## src/rtl/imem_loader.sv

```systemverilog
// Packs a valid/ready byte stream into big-endian 32-bit instruction-memory word writes.
// Optional trailing checksum byte check when LOADER_CHECKSUM_EN is defined.
module imem_loader #(
  parameter int unsigned ADDRESS_WIDTH = 32,
  parameter int unsigned DATA_WIDTH    = 8,
  parameter int unsigned LEN_WIDTH     = 16
) (
  input  logic                      clk_i,
  input  logic                      rst_i,
  input  logic                      start_i,
  input  logic [ADDRESS_WIDTH-1:0]  base_addr_i,
  input  logic [LEN_WIDTH-1:0]      len_i,
  input  logic                      s_valid_i,
  input  logic [DATA_WIDTH-1:0]     s_data_i,
  output logic                      s_ready_o,
  output logic                      we_o,
  output logic [ADDRESS_WIDTH-1:0]  waddr_o,
  output logic [4*DATA_WIDTH-1:0]   wdata_o,
  output logic [3:0]                wbe_o,
  output logic                      busy_o,
  output logic                      done_o,
  output logic                      err_o
);

  localparam logic [2:0] StIdle    = 3'd0;
  localparam logic [2:0] StCollect = 3'd1;
  localparam logic [2:0] StWrite   = 3'd2;
  localparam logic [2:0] StDone    = 3'd4;
`ifdef LOADER_CHECKSUM_EN
  localparam logic [2:0] StCheck   = 3'd3;
  localparam logic [2:0] StAfter   = StCheck;
`else
  localparam logic [2:0] StAfter   = StDone;
`endif

  logic [2:0]               state_q, state_d;
  logic [ADDRESS_WIDTH-1:0] addr_q, addr_d;
  logic [LEN_WIDTH-1:0]     cnt_q, cnt_d;
  logic [4*DATA_WIDTH-1:0]  word_q, word_d;
  logic [3:0]               wbe_q, wbe_d;
  logic [1:0]               idx_q, idx_d;
  logic [1:0]               lane;
  logic                     hs;

  // First byte of a word lands in the most significant lane.
  assign lane = 2'd3 - idx_q;
  assign hs   = s_valid_i & s_ready_o;

`ifdef LOADER_CHECKSUM_EN
  logic [7:0] sum_q, sum_d;
  logic [7:0] ck_total;
  logic       err_q, err_d;

  assign ck_total = sum_q + s_data_i[7:0];
`endif

  always_comb begin
    state_d = state_q;
    addr_d  = addr_q;
    cnt_d   = cnt_q;
    word_d  = word_q;
    wbe_d   = wbe_q;
    idx_d   = idx_q;
`ifdef LOADER_CHECKSUM_EN
    sum_d   = sum_q;
    err_d   = err_q;
`endif
    case (state_q)
      StIdle: begin
        if (start_i) begin
          addr_d = base_addr_i & ~ADDRESS_WIDTH'(3);
          cnt_d  = len_i;
          word_d = '0;
          wbe_d  = '0;
          idx_d  = '0;
`ifdef LOADER_CHECKSUM_EN
          sum_d  = '0;
          err_d  = 1'b0;
`endif
          state_d = (len_i == '0) ? StAfter : StCollect;
        end
      end
      StCollect: begin
        if (hs) begin
          word_d[lane*DATA_WIDTH +: DATA_WIDTH] = s_data_i;
          wbe_d[lane] = 1'b1;
          idx_d       = idx_q + 2'd1;
          cnt_d       = cnt_q - LEN_WIDTH'(1);
`ifdef LOADER_CHECKSUM_EN
          sum_d       = sum_q + s_data_i[7:0];
`endif
          if ((idx_q == 2'd3) || (cnt_q == LEN_WIDTH'(1))) begin
            state_d = StWrite;
          end
        end
      end
      StWrite: begin
        addr_d  = addr_q + ADDRESS_WIDTH'(4);
        word_d  = '0;
        wbe_d   = '0;
        idx_d   = '0;
        state_d = (cnt_q != '0) ? StCollect : StAfter;
      end
`ifdef LOADER_CHECKSUM_EN
      StCheck: begin
        if (hs) begin
          err_d   = (ck_total != 8'h00);
          state_d = StDone;
        end
      end
`endif
      StDone:  state_d = StIdle;
      default: state_d = StIdle;
    endcase
  end

  always_ff @(posedge clk_i or posedge rst_i) begin
    if (rst_i) begin
      state_q <= StIdle;
      addr_q  <= '0;
      cnt_q   <= '0;
      word_q  <= '0;
      wbe_q   <= '0;
      idx_q   <= '0;
    end else begin
      state_q <= state_d;
      addr_q  <= addr_d;
      cnt_q   <= cnt_d;
      word_q  <= word_d;
      wbe_q   <= wbe_d;
      idx_q   <= idx_d;
    end
  end

`ifdef LOADER_CHECKSUM_EN
  always_ff @(posedge clk_i or posedge rst_i) begin
    if (rst_i) begin
      sum_q <= '0;
      err_q <= 1'b0;
    end else begin
      sum_q <= sum_d;
      err_q <= err_d;
    end
  end

  assign err_o     = err_q;
  assign s_ready_o = (state_q == StCollect) || (state_q == StCheck);
`else
  assign err_o     = 1'b0;
  assign s_ready_o = (state_q == StCollect);
`endif

  assign we_o    = (state_q == StWrite);
  assign waddr_o = addr_q;
  assign wdata_o = word_q;
  assign wbe_o   = wbe_q;
  assign busy_o  = (state_q != StIdle);
  assign done_o  = (state_q == StDone);

endmodule

```

## config.mk

```make
export PLATFORM = sky130hd
export DESIGN_NAME = imem_loader
export DESIGN_NICKNAME = d
export VERILOG_FILES = /design/src/rtl/imem_loader.sv
export SDC_FILE = /design/constraint.sdc
export NUM_CORES = 1
export LEC_CHECK = 0
export ABC_CLOCK_PERIOD_IN_PS = 6800
export BUFFER_PORTS_ARGS = -buffer_cell sky130_fd_sc_hd__buf_2
export CORE_MARGIN = 1
export CORE_UTILIZATION = 30
export DETAILED_ROUTE_END_ITERATION = 8
export GPL_ROUTABILITY_DRIVEN = 0
export PLACE_DENSITY = 0.55
export SYNTH_ARGS = -nofsm -noshare
export SYNTH_HDL_FRONTEND = slang
export SYNTH_SLANG_ARGS = --single-unit
```

## constraint.sdc

```tcl
create_clock -name clk_i -period 6.8 [get_ports clk_i]
set_clock_uncertainty 0.15 [all_clocks]
set_input_delay 1.36 -clock clk_i [delete_from_list [all_inputs] [get_ports clk_i]]
set_output_delay 1.36 -clock clk_i [all_outputs]
set_load 0.05 [all_outputs]
```

==> metrics <==
clock sink total 87; synth unique cells 55; core box area 0.01470 mm^2; ANT cells 0; uppermost routed layer met4; first-pass GRT wire length 22220 um; commonest non-fill, non-tap cell in the layout buf_2; Leakage approximately 2.5 nW; Max H-tree Level 3; Slew @ Worst Pin 1.050 ns; WL met2 approximately 6300 um; final wirelength ~13000 um; Die ar. about 0.016 mm^2; layout cells sized above 1 24.45%; Worst-path clk slew 0.07 ns; Req. time, crit path 5.29 ns; RSZ-0062 raised after global routing no; reg2reg end waddr_o[30]; DIE HEIGHT 125.5 um; Die Span X 125.5 um; Max clock buf depth 2; maximum VDD drop ~0.18 mV; fin crit period 3.963 ns; CTS root buf clkbuf_16; Max Cap Viol 0; Post-route DRC 8; Synth Area in Adders 2.188%; First-pass DRT Iterations 9; Design Area, Final 0.005682 mm^2; simple-gate share of the synthesized area 24.26%; Int Power 1.445 mW; post-synthesis mux area share 0.4376%; Num CTS Buffers 9; Comb power frac roughly half; Final #Nets 701; DP Wirelength roughly 9700 um; DR vias about 4500; final worst-path cycle share 58.28%; worst hold start wdata_o[11]; hold worst-path end wdata_o[11]; post-route met1 wirelength approximately 6300 um; WL/cell approximately 16 um; hold depth 2; metal3 WL 672 um; P&R area growth vs syn 24.21%; EDFF count, synth 0; R2R cell count 5; critical path fanouts, max 17; largest net degree at the start of global routing 50; Mean Syn Cell Area 8.797 um^2; Placement Setup Slack 3.232 ns; Setup Fix Bufs, Post-CTS 0; Rows 44; IO Pins around 130; part of the power in registers 32.1%; Clock Latency Late Sink 0.35 ns; vias in the first global route between 4000 and 5000; Max transition margin 30.01%; Placed Area 0.005350 mm^2; CP arrival about 2.5 ns; Fin. Hold Viols 0; Vias/cell 5.434; antenna-violating nets left 0; final setup fails 0; most frequent cells in the layout buf_2 (127), dfrtp_1 (87), nand2_1 (84), o21ai_0 (40), nor2_1 (38); failing checks DRC; number of antenna violations at the first check in global routing 0; status complete, but fails checks; fraction of registers with async set/reset between 90% and 100%; worst setup margin about 2.8 ns; Yosys Warn Count 0; Synth Area in Compound Gates 20.79%; Pwr per Cell Area 523.6 mW/mm^2; sequential-to-total area share from yosys stat 47.59%; CP startpoint kind flop; GRT Util Overall 17.73%; Setup Crit Path Kind reg2out; register bit total from synthesis 87; Top FF cell, synth dfrtp_1; P_sw 1.530 mW; CTS tree yes; Gate Count Post-Synth 520; clock power share a little under a fifth; Post-Synth XOR/XNOR Area 0.7659%; worst reg2reg setup slack 3.79 ns; Post-CTS Resized 0; Synth Cell Area 0.004574 mm^2; r2r startpoint state_q[1]; initial core utilization 31.12%; PortBufs 127; CTS Hold Bufs 0; Critical Path Sink Type primary output; Hold Path Class reg2reg; setup tns final 0 ns; Fmax 0.2523 GHz; total grt overflow 0; sw frac between 50% and 60%; largest family of logic cells by synthesized area simple AND/OR/NAND/NOR gates; Slew Limit Fails 0; initial drt markers about 260
state kept, by name (all words and copies together), names as in the netlist:
signal and count:
state_q 3, idx_q 2, wbe_o 4, waddr_o 30
cnt_q 16, wdata_o 32
synthesized netlist by cell type (5+ instances only):
library cell / n / area (um^2)
a211oi_1: 5 / 37.54
inv_1: 10 / 37.54
and3_1: 5 / 31.28
or3_1: 12 / 75.07
or4_1: 6 / 45.04
o21ai_0: 40 / 200.2
nand3_1: 28 / 140.1
a2bb2oi_1: 5 / 43.79
ha_1: 8 / 100.1
nor4_1: 9 / 56.30
clkbuf_1: 23 / 86.33
o211ai_1: 14 / 105.1
o22ai_1: 10 / 62.56
nand4_1: 16 / 100.1
nor3_1: 14 / 70.07
nor2_1: 38 / 142.6
a22o_1: 11 / 96.34
dfrtp_1: 87 / 2177
a21oi_1: 33 / 165.2
nand2_1: 84 / 315.3
kinds of logic (layout without fill, tap and decap cells):
family                   after synthesis  count (layout)
multiplexers                           2               2
AO/OA/AOI/OAI                        147             147
adder cells (fa/ha/maj)                8               8
AND/OR/NAND/NOR                      228             228
buffers and inverters                 43             159
XOR/XNOR                               4               4
other                                  1               3
flip-flops                            87              87
through the flow:
| step | std cells | util, % | total power [mW] | hold slack [ns] |
|---|---|---|---|---|
| 2_1_floorplan | 522 | - | 2.044 | 0.3360 |
| 3_3_place_gp | 806 | 36.40 | 2.394 | 0.3121 |
| 3_5_place_dp | 806 | 36.40 | 2.427 | 0.3195 |
| 4_1_cts | 822 | 38.65 | 2.998 | 0.3353 |
| 5_1_grt | 822 | 38.65 | 3.181 | 0.3570 |
| 6_report | 822 | 38.65 | 2.975 | 0.3302 |
area by class of cell:
type	instances	area, um^2
clock buffers	9	225.2
clock inverters	7	106.4
fillers	1522	9017
inverters	11	42.54
multi-input cells	392	2227
flip-flops and latches	87	2177
well taps	184	230.2
repair buffers	132	673.1
worst max path at each step:
stage | from | end | slack [ns] | cells past startpoint
after CTS | state_q[1] | we_o | 2.84 | 3
after global routing | state_q[1] | we_o | 2.69 | 3
final | state_q[1] | we_o | 2.84 | 3
after floorplan | rst_i | cnt_q[0] | 3.04 | 1
after global placement | state_q[1] | we_o | 3.26 | 3
after detailed placement | state_q[1] | we_o | 3.23 | 3
critical path, cell delays in order (launching register included):
cell     delay, ns
dfrtp_1       0.52
or3b_1        0.67
inv_1         0.53
buf_2         0.37
power groups by stage:
| stage | combinational [mW] | clock [mW] | sequential, mW |
|---|---|---|---|
| floorplan | 0.652 | 0 | 1.39 |
| global placement | 1.44 | 0 | 0.951 |
| detailed placement | 1.47 | 0 | 0.960 |
| CTS | 1.47 | 0.575 | 0.952 |
| global route | 1.59 | 0.598 | 0.992 |
| finish | 1.46 | 0.558 | 0.954 |
metal layers:
layer | track usage [%] | vias to the layer above
li1 | - | 2137
met4 | 4.232 | 0
met1 | 24.10 | 2194
met3 | 4.792 | 12
met2 | 27.97 | 124
met5 | 0 | -
No activity file was read; power rests on OpenSTA's default activity.
